$ cat config.mk
export PLATFORM = sky130hd
export DESIGN_NAME = uart_bus_bridge
export DESIGN_NICKNAME = d
export VERILOG_FILES = /design/src/rtl/uart_bus_bridge.sv
export SDC_FILE = /design/constraint.sdc
export NUM_CORES = 1
export LEC_CHECK = 0
export CORE_MARGIN = 5
export CORE_UTILIZATION = 50
export CTS_CLUSTER_SIZE = 12
export DETAILED_ROUTE_END_ITERATION = 16
export GPL_ROUTABILITY_DRIVEN = 0
export GPL_TIMING_DRIVEN = 0
export HOLD_SLACK_MARGIN = 0.08
export PLACE_DENSITY = 0.84
export SETUP_SLACK_MARGIN = 0.4
export SLEW_MARGIN = 20
export SYNTH_ARGS = -nofsm -noshare
export SYNTH_HDL_FRONTEND = slang
export SYNTH_SLANG_ARGS = --single-unit
$ cat constraint.sdc
create_clock -name clk_i -period 2.5 [get_ports clk_i]
set_clock_uncertainty 0.05 [all_clocks]
set_input_delay 0.75 -clock clk_i [delete_from_list [all_inputs] [get_ports clk_i]]
set_output_delay 0.75 -clock clk_i [all_outputs]
set_load 0.05 [all_outputs]
$ cat src/rtl/uart_bus_bridge.sv
`default_nettype none
// ============================================================================
// Module   : uart_bus_bridge
// Purpose  : Turns framed command packets from a UART receiver byte stream
//            into single-word host bus transactions. Status and read data
//            are returned as bytes to the UART transmitter. This gives a host
//            PC peek/poke access to memory and peripherals.
//
//            Write packet : CmdWrite A0 A1 A2 A3 D0 D1 D2 D3 -> ACK|NAK
//            Read packet  : CmdRead  A0 A1 A2 A3             -> ACK|NAK D0..D3
//            Other opcode :                                  -> NAK
//            All multi-byte fields are little-endian.
//
// Ports    : clk_i, rst_ni          clock, async active-low reset
//            rx_valid_i/rx_data_i   received byte stream (no backpressure)
//            tx_valid_o/tx_data_o/  response byte stream
//            tx_ready_i
//            host_*                 single-word host bus master
//            drop_o                 pulse: rx byte discarded while busy
//
// Revision : 1.0  initial release
// ============================================================================
module uart_bus_bridge #(
  parameter int unsigned TimeoutCycles = 10_000,  // minimum 2
  parameter logic [7:0]  CmdWrite      = 8'h57,
  parameter logic [7:0]  CmdRead       = 8'h52
) (
  input  logic        clk_i,
  input  logic        rst_ni,
  // receive byte stream
  input  logic        rx_valid_i,
  input  logic [7:0]  rx_data_i,
  // transmit byte stream
  output logic        tx_valid_o,
  output logic [7:0]  tx_data_o,
  input  logic        tx_ready_i,
  // host bus
  output logic        host_req_o,
  input  logic        host_gnt_i,
  output logic [31:0] host_addr_o,
  output logic        host_we_o,
  output logic [3:0]  host_be_o,
  output logic [31:0] host_wdata_o,
  input  logic        host_rvalid_i,
  input  logic [31:0] host_rdata_i,
  input  logic        host_err_i,
  // status
  output logic        drop_o
);

  localparam int unsigned    TMO_W    = $clog2(TimeoutCycles);
  localparam logic [TMO_W-1:0] TMO_LAST = TMO_W'(TimeoutCycles - 1);
  localparam logic [7:0]     ACK_BYTE = 8'h06;
  localparam logic [7:0]     NAK_BYTE = 8'h15;

  typedef enum logic [2:0] {
    ST_IDLE     = 3'd0,
    ST_ADDR     = 3'd1,
    ST_DATA     = 3'd2,
    ST_BUS_REQ  = 3'd3,
    ST_BUS_WAIT = 3'd4,
    ST_RESP     = 3'd5
  } state_e;

  state_e             r_state;
  state_e             w_state_next;

  logic [1:0]         r_byte_cnt;
  logic [2:0]         r_resp_cnt;
  logic [TMO_W-1:0]   r_tmo_cnt;
  logic [31:0]        r_addr;
  logic [31:0]        r_wdata;
  logic [31:0]        r_rdata;
  logic               r_is_write;
  logic               r_is_read;
  logic               r_err;
  logic               r_drop;

  logic               w_collecting;
  logic               w_tmo_hit;
  logic               w_tx_hs;
  logic [2:0]         w_resp_last;
  logic               w_busy;

  // Timeout only matters while a packet is partially received.
  assign w_collecting = (r_state == ST_ADDR) || (r_state == ST_DATA);
  // A byte arriving on the expiry cycle wins over the timeout.
  assign w_tmo_hit    = w_collecting && !rx_valid_i && (r_tmo_cnt == TMO_LAST);
  assign w_tx_hs      = tx_valid_o && tx_ready_i;
  // Unknown opcodes clear r_is_read, so they share the single-byte path.
  assign w_resp_last  = r_is_read ? 3'd4 : 3'd0;
  assign w_busy       = (r_state == ST_BUS_REQ) || (r_state == ST_BUS_WAIT) ||
                        (r_state == ST_RESP);

  // --------------------------------------------------------------------------
  // State register
  // --------------------------------------------------------------------------
  always_ff @(posedge clk_i or negedge rst_ni) begin
    if (!rst_ni) begin
      r_state <= ST_IDLE;
    end else begin
      r_state <= w_state_next;
    end
  end

  // --------------------------------------------------------------------------
  // Next-state logic
  // --------------------------------------------------------------------------
  always_comb begin
    w_state_next = r_state;
    case (r_state)
      ST_IDLE: begin
        if (rx_valid_i) begin
          if ((rx_data_i == CmdWrite) || (rx_data_i == CmdRead)) begin
            w_state_next = ST_ADDR;
          end else begin
            w_state_next = ST_RESP;
          end
        end
      end
      ST_ADDR: begin
        if (rx_valid_i && (r_byte_cnt == 2'd3)) begin
          w_state_next = r_is_write ? ST_DATA : ST_BUS_REQ;
        end else if (w_tmo_hit) begin
          w_state_next = ST_IDLE;
        end
      end
      ST_DATA: begin
        if (rx_valid_i && (r_byte_cnt == 2'd3)) begin
          w_state_next = ST_BUS_REQ;
        end else if (w_tmo_hit) begin
          w_state_next = ST_IDLE;
        end
      end
      ST_BUS_REQ: begin
        if (host_gnt_i) begin
          w_state_next = ST_BUS_WAIT;
        end
      end
      ST_BUS_WAIT: begin
        if (host_rvalid_i) begin
          w_state_next = ST_RESP;
        end
      end
      ST_RESP: begin
        if (w_tx_hs && (r_resp_cnt == w_resp_last)) begin
          w_state_next = ST_IDLE;
        end
      end
      default: w_state_next = ST_IDLE;
    endcase
  end

  // --------------------------------------------------------------------------
  // Datapath registers
  // --------------------------------------------------------------------------
  always_ff @(posedge clk_i or negedge rst_ni) begin
    if (!rst_ni) begin
      r_byte_cnt <= 2'd0;
      r_resp_cnt <= 3'd0;
      r_tmo_cnt  <= '0;
      r_addr     <= 32'h0;
      r_wdata    <= 32'h0;
      r_rdata    <= 32'h0;
      r_is_write <= 1'b0;
      r_is_read  <= 1'b0;
      r_err      <= 1'b0;
      r_drop     <= 1'b0;
    end else begin
      r_drop <= rx_valid_i && w_busy;

      // Counter restarts on every accepted byte and idles outside collection.
      if (w_collecting && !rx_valid_i) begin
        r_tmo_cnt <= r_tmo_cnt + 1'b1;
      end else begin
        r_tmo_cnt <= '0;
      end

      case (r_state)
        ST_IDLE: begin
          if (rx_valid_i) begin
            r_is_write <= (rx_data_i == CmdWrite);
            r_is_read  <= (rx_data_i == CmdRead);
            r_err      <= (rx_data_i != CmdWrite) && (rx_data_i != CmdRead);
            r_byte_cnt <= 2'd0;
            r_resp_cnt <= 3'd0;
            r_rdata    <= 32'h0;
          end
        end
        ST_ADDR: begin
          if (rx_valid_i) begin
            // LSB first: after four bytes A0 sits in [7:0].
            r_addr     <= {rx_data_i, r_addr[31:8]};
            r_byte_cnt <= r_byte_cnt + 2'd1;
          end
        end
        ST_DATA: begin
          if (rx_valid_i) begin
            r_wdata    <= {rx_data_i, r_wdata[31:8]};
            r_byte_cnt <= r_byte_cnt + 2'd1;
          end
        end
        ST_BUS_WAIT: begin
          if (host_rvalid_i) begin
            r_err   <= host_err_i;
            r_rdata <= (host_err_i || !r_is_read) ? 32'h0 : host_rdata_i;
          end
        end
        ST_RESP: begin
          if (w_tx_hs) begin
            r_resp_cnt <= r_resp_cnt + 3'd1;
          end
        end
        default: ;
      endcase
    end
  end

  // --------------------------------------------------------------------------
  // Response byte selection
  // --------------------------------------------------------------------------
  always_comb begin
    tx_data_o = 8'h00;
    if (r_state == ST_RESP) begin
      case (r_resp_cnt)
        3'd0:    tx_data_o = r_err ? NAK_BYTE : ACK_BYTE;
        3'd1:    tx_data_o = r_rdata[7:0];
        3'd2:    tx_data_o = r_rdata[15:8];
        3'd3:    tx_data_o = r_rdata[23:16];
        3'd4:    tx_data_o = r_rdata[31:24];
        default: tx_data_o = 8'h00;
      endcase
    end
  end

  // --------------------------------------------------------------------------
  // Outputs
  // --------------------------------------------------------------------------
  assign tx_valid_o   = (r_state == ST_RESP);
  assign host_req_o   = (r_state == ST_BUS_REQ);
  // Word aligned regardless of the low bits of A0.
  assign host_addr_o  = r_addr & 32'hFFFF_FFFC;
  assign host_we_o    = r_is_write;
  assign host_be_o    = 4'hF;
  assign host_wdata_o = r_wdata;
  assign drop_o       = r_drop;

endmodule
`default_nettype wire

# Yosys cells after proc, flatten, opt, wreduce, memory -nomap -nowiden
# Cells that the tools add are included.
dict set report totals {
  register_bits 122
  input_bits 47
  output_inout_bits 80
  wordCells 91
}
dict set report op_classes {
  n_addsub 3
  eq_ne 22
  n_mux 28
  n_reduce_logical 27
}
# op n
set ops {}
lappend ops {{$mux 32} 3}
lappend ops {{$pmux 32 s2} 1}
lappend ops {{$pmux 8 s5} 1}
lappend ops {{$mux 3} 11}
lappend ops {{$pmux 3 s6} 1}
lappend ops {{$eq 8x7->1 const B} 2}
lappend ops {{$ne 8x7->1 const B} 2}
lappend ops {{$add 14x1->14 const B} 1}
lappend ops {{$eq 14x14->1 const B} 1}
lappend ops {{$mux 14} 1}
lappend ops {{$eq 3x2->1 const B} 4}
lappend ops {{$eq 3x3->1 const B} 3}
lappend ops {{$reduce_and 3->1} 3}
lappend ops {{$mux 8} 1}
lappend ops {{$ne 2x1->1 const B} 4}
lappend ops {{$logic_and 1x1->1} 7}
lappend ops {{$eq 3x1->1 const B} 2}
lappend ops {{$logic_not 3->1} 2}
lappend ops {{$pmux 3 s2} 1}
lappend ops {{$reduce_and 2->1} 3}
lappend ops {{$reduce_bool 2->1} 3}
lappend ops {{$logic_or 1x1->1} 5}
lappend ops {{$mux 5} 1}
lappend ops {{$mux 2} 2}
lappend ops {{11 further kinds} 15}

# Logic depth before layout (Yosys ltp)
dict set report logic_depth {
  ltp_word 7
  mapped_depth 7
  mapped_depth_nobuf 6
}

# Least setup slack after synthesis
# OpenSTA, ideal clock, no wires.
dict set report synth_path {
  path_type {reg2out}
  from {reg r_state[2]}
  to {out tx_data_o[2]}
  arrival_time_ns 2.336
  required_ns 1.700
  slack_ns -0.636
  path_stages_with_launch 5
  path_buffers 1
  path_cell_list {dfrtp_1 > clkbuf_1 > and2_1 > o21ai_1 > a31oi_1}
}
dict set report synth_between {
  elab_chain_len 2
}
# element line
set synth_rtl {}
lappend synth_rtl {{from (decl)} 65} ;# state_e r_state;
lappend synth_rtl {{from (signal assigned)} 102} ;# r_state <= w_state_next;
lappend synth_rtl {{$eq 3x3->1} n/a}
lappend synth_rtl {{via tx_valid_o} 34} ;# output logic tx_valid_o,
lappend synth_rtl {{$mux 8} 224} ;# if (r_state == ST_RESP) begin
lappend synth_rtl {{to (decl)} 35} ;# output logic [7:0] tx_data_o,
# The timed path passes the listed nets, and every way through them passes these cells.

# Worst setup path in the final report
dict set report layout_path {
  from {reg r_resp_cnt[0]}
  to {out tx_data_o[3]}
}
dict set report layout_between {
  elab_chain_len 3
  word_cells_on_any_way 7
  cone_classes {eq/ne (4); mux (2); reduce/logical (1)}
}
# element line
set layout_rtl {}
lappend layout_rtl {{from (decl)} 69} ;# logic [2:0] r_resp_cnt;
lappend layout_rtl {{from (signal assigned)} 211} ;# r_resp_cnt <= r_resp_cnt + 3'd1;
lappend layout_rtl {{$eq 3x3->1 (tied with other cells)} 225} ;# case (r_resp_cnt)
lappend layout_rtl {{$pmux 8 s5 *} 225}
lappend layout_rtl {{$mux 8 *} 224}
# Mark *: on every way between the ends. The rest lies on a longest branch, timed or not.

==> results.yml <==
layout:
  layout.nets: 700
  diodes: 0
  drive_gt1_share_pct: 39.5
  final_common_cell: "dfrtp_1"
  mostFrequentLayoutCells: "dfrtp_1, nand2_1, mux2_2, buf_2, clkdlybuf4s50_1"
  syn_to_final_growth_pct: 45.4
  nFillCells: 681
  finish.utilization_pct: 74.6
floorplan:
  fp.dieH_um: 113
  num_rows: 37
  io_pins: 127
  die-area_um2: 12800
  dieWidth_um: 113
  start_util_pct: 51.3
  coreArea_um2: 10400
timing:
  worst_pin_slew_ns: 0.554
  fmax_ghz: 0.322
  hold_viol: 0
  setup-tns-final_ns: -4.29
  min_period_over_period_pct: 124
  setup_viol: 8
  fin_ws_ns: -0.604
  rsz0062_at_grt: "true"
  drv_slew: 0
  slew-limit-headroom_pct: 63.0
  period_minus_slack_ns: 3.10
synth:
  synth-warning-count: 0
  ys_types: 46
  syn_inst: 475
  ys_seq_area_share_pct: 56.5
  yosys_most_used_dff: "dfrtp_1"
  syn_area_per_cell_um2: 11.2
  synth_area_um2: 5320
  synth_seq_cells: 120
  synth_edf_count: 0
  async_reset_ff_share_pct: 100
setup_path:
  arrival_ns: 2.30
  worst-endpoint-required_ns: 1.70
  critical_path.startpoint_type: "register"
  path_max_fanout: 6
  crit_type: "reg -> out"
  crit_path_end_kind: "primary output"
detailed_routing:
  num_vias: 4441
  final_antenna_net_count: 0
  first_pass_iters: 6
  wl_per_cell_um: 20.0
  viasPerCell: 5.59
  drt_iter0_markers: 344
  wl_um: 15900
  route.detailed.drc: 0
place:
  port_buffers: 119
  dp_hpwl_um: 9540
pwr:
  internal_power_w: 0.00532
  p_clk_share_pct: 27.3
  switchingPower_w: 0.00360
  pwr-share-comb_pct: 43.4
  swShare_pct: 40.4
  p_seq_share_pct: 29.2
  leakage_nw: 3.68
  power_density_nw_per_um2: 1150
  ir_drop_v: 0.00110
clock_tree:
  root_buffer: "clkbuf_8"
  cts_htree_levels: 4
  path_clk_slew_ns: 0.06
  clk_latency_ns: 0.52
  cts_buffers: 17
  cts_tree: "built"
  cts_buffer_depth: 2
  cts_sinks: 120
status:
  run_status: "finished with violations"
  violations: "setup timing"
global_route:
  antenna_found_initial: 0
  grt_usage_pct: 23.7
  globalRoute.totalOverflow: 0
  grt_max_degree: 76
  grt_pass1_wl_um: 24000
  grt_pass1_vias: 4543
job:
  cap_violations: 0
min_path:
  hold_class: "in -> async"
[power groups by stage]
| stage | logic [W] | clock network [W] | registers, W |
|---|---|---|---|
| after floorplan | 0.00124 | 0 | 0.00358 |
| after global placement | 0.00328 | 0 | 0.00260 |
| after detailed placement | 0.00334 | 0 | 0.00262 |
| after CTS | 0.00353 | 0.00245 | 0.00259 |
| after global routing | 0.00407 | 0.00256 | 0.00266 |
| final | 0.00388 | 0.00244 | 0.00261 |
[synthesized netlist by cell type, types with 2 or more instances]
library cell / n / area (µm²)
ha_1: 7 / 87.6
a32oi_1: 4 / 35.0
xor2_1: 11 / 96.3
clkbuf_1: 12 / 45.0
o21ai_0: 10 / 50.1
a21oi_1: 10 / 50.1
a222oi_1: 3 / 30.0
nand2_1: 78 / 293
mux2_2: 59 / 664
o211ai_1: 2 / 15.0
inv_1: 7 / 26.3
nor3_1: 2 / 10.0
a31oi_1: 4 / 25.0
nor2b_1: 7 / 43.8
o31ai_1: 2 / 15.0
nand4_1: 4 / 25.0
and4_1: 4 / 35.0
nand2b_1: 4 / 25.0
buf_1: 4 / 15.0
and2_1: 4 / 25.0
nor2_1: 22 / 82.6
and3_1: 4 / 25.0
buf_4: 6 / 45.0
mux2_1: 3 / 33.8
conb_1: 2 / 7.51
dfrtp_1: 120 / 3000
a22oi_1: 6 / 45.0
buf_2: 12 / 60.1
nand3b_1: 2 / 15.0
xnor2_1: 4 / 35.0
nand3_1: 41 / 205
[state kept, by name (all words and copies together), names as in the netlist, 2 cells and up]
name / flops
r_addr: 30
r_tmo_cnt: 14
r_rdata: 32
host_wdata_o: 32
r_resp_cnt: 3
r_byte_cnt: 2
r_state: 3
[layout make-up]
cell class / count / area, µm² / area share (%)
flip-flops and latches: 120 / 3010 / 38.9
multi-input cells: 318 / 2410 / 31.1
repair buffers: 148 / 1290 / 16.7
clock buffers: 23 / 467 / 6.04
plain buffers: 34 / 244 / 3.16
well taps: 136 / 170 / 2.20
clock inverters: 8 / 120 / 1.55
inverters: 7 / 28.8 / 0.372
[final timing paths]
check | startpoint | end | slack [ns] | depth (start not counted)
worst max-delay path | r_resp_cnt[0] | tx_data_o[3] | -0.60 | 9
min in group clk_i | r_rdata[15] | r_rdata[15] | 0.42 | 2
worst max register to register | r_state[1] | r_addr[29] | 0.45 | 7
max in group asynchronous | rst_ni | host_wdata_o[3] | 1.61 | 2
worst min-delay path | rst_ni | drop_o | 0.11 | 1
worst min register to register | r_rdata[15] | r_rdata[15] | 0.42 | 2
[timing repair]
item	CTS	global route
gates resized for setup	325	106
pin swaps	10	11
hold buffers	0	0
buffers inserted	14	14
cloned	0	0
setup endpoints to repair	74	99
[metal layers]
layer | share of wire [%] | vias to the layer above | track usage [%] | wire length [µm]
met5 | 0 | - | 0 | 0
met4 | 3.4 | 0 | 8.33 | 540
met3 | 10 | 53 | 10.4 | 1600
met2 | 48 | 251 | 37.4 | 7690
met1 | 38 | 2151 | 29.1 | 6040
li1 | - | 1986 | - | -
[stage by stage]
stage	setup WS (ns)	total power (W)	area, µm²	hold WS, ns	cells
after floorplan	0.168	0.00483	5490	0.381	479
after global placement	-3.93	0.00588	6850	0.400	734
after detailed placement	-0.582	0.00596	6880	0.411	735
after CTS	-0.502	0.00857	7670	0.119	780
after global routing	-0.664	0.00929	7730	0.134	794
final	-0.604	0.00893	7730	0.105	794
[critical path, cell delays in order (launching register included)]
cell and delay, ns:
dfrtp_2 0.43, inv_2 0.08, ha_4 0.18, nor2b_4 0.13, buf_6 0.12, buf_4 0.14
buf_4 0.13, a22oi_1 0.28, a21oi_4 0.11, buf_6 0.16
[logic make-up (layout without fill, tap and decap cells)]
group                    after synthesis  after routing  synth area share [%]
adder cells (fa/ha/maj)                7              7                  1.65
AND/OR/NAND/NOR                      177            177                  15.6
other                                  2              6                 0.141
buffers and inverters                 41            220                  3.60
XOR/XNOR                              15             15                  2.47
AO/OA/AOI/OAI                         50             50                  6.73
multiplexers                          63             63                  13.3
flip-flops                           120            120                  56.5
No activity file was read; power rests on OpenSTA's default activity.
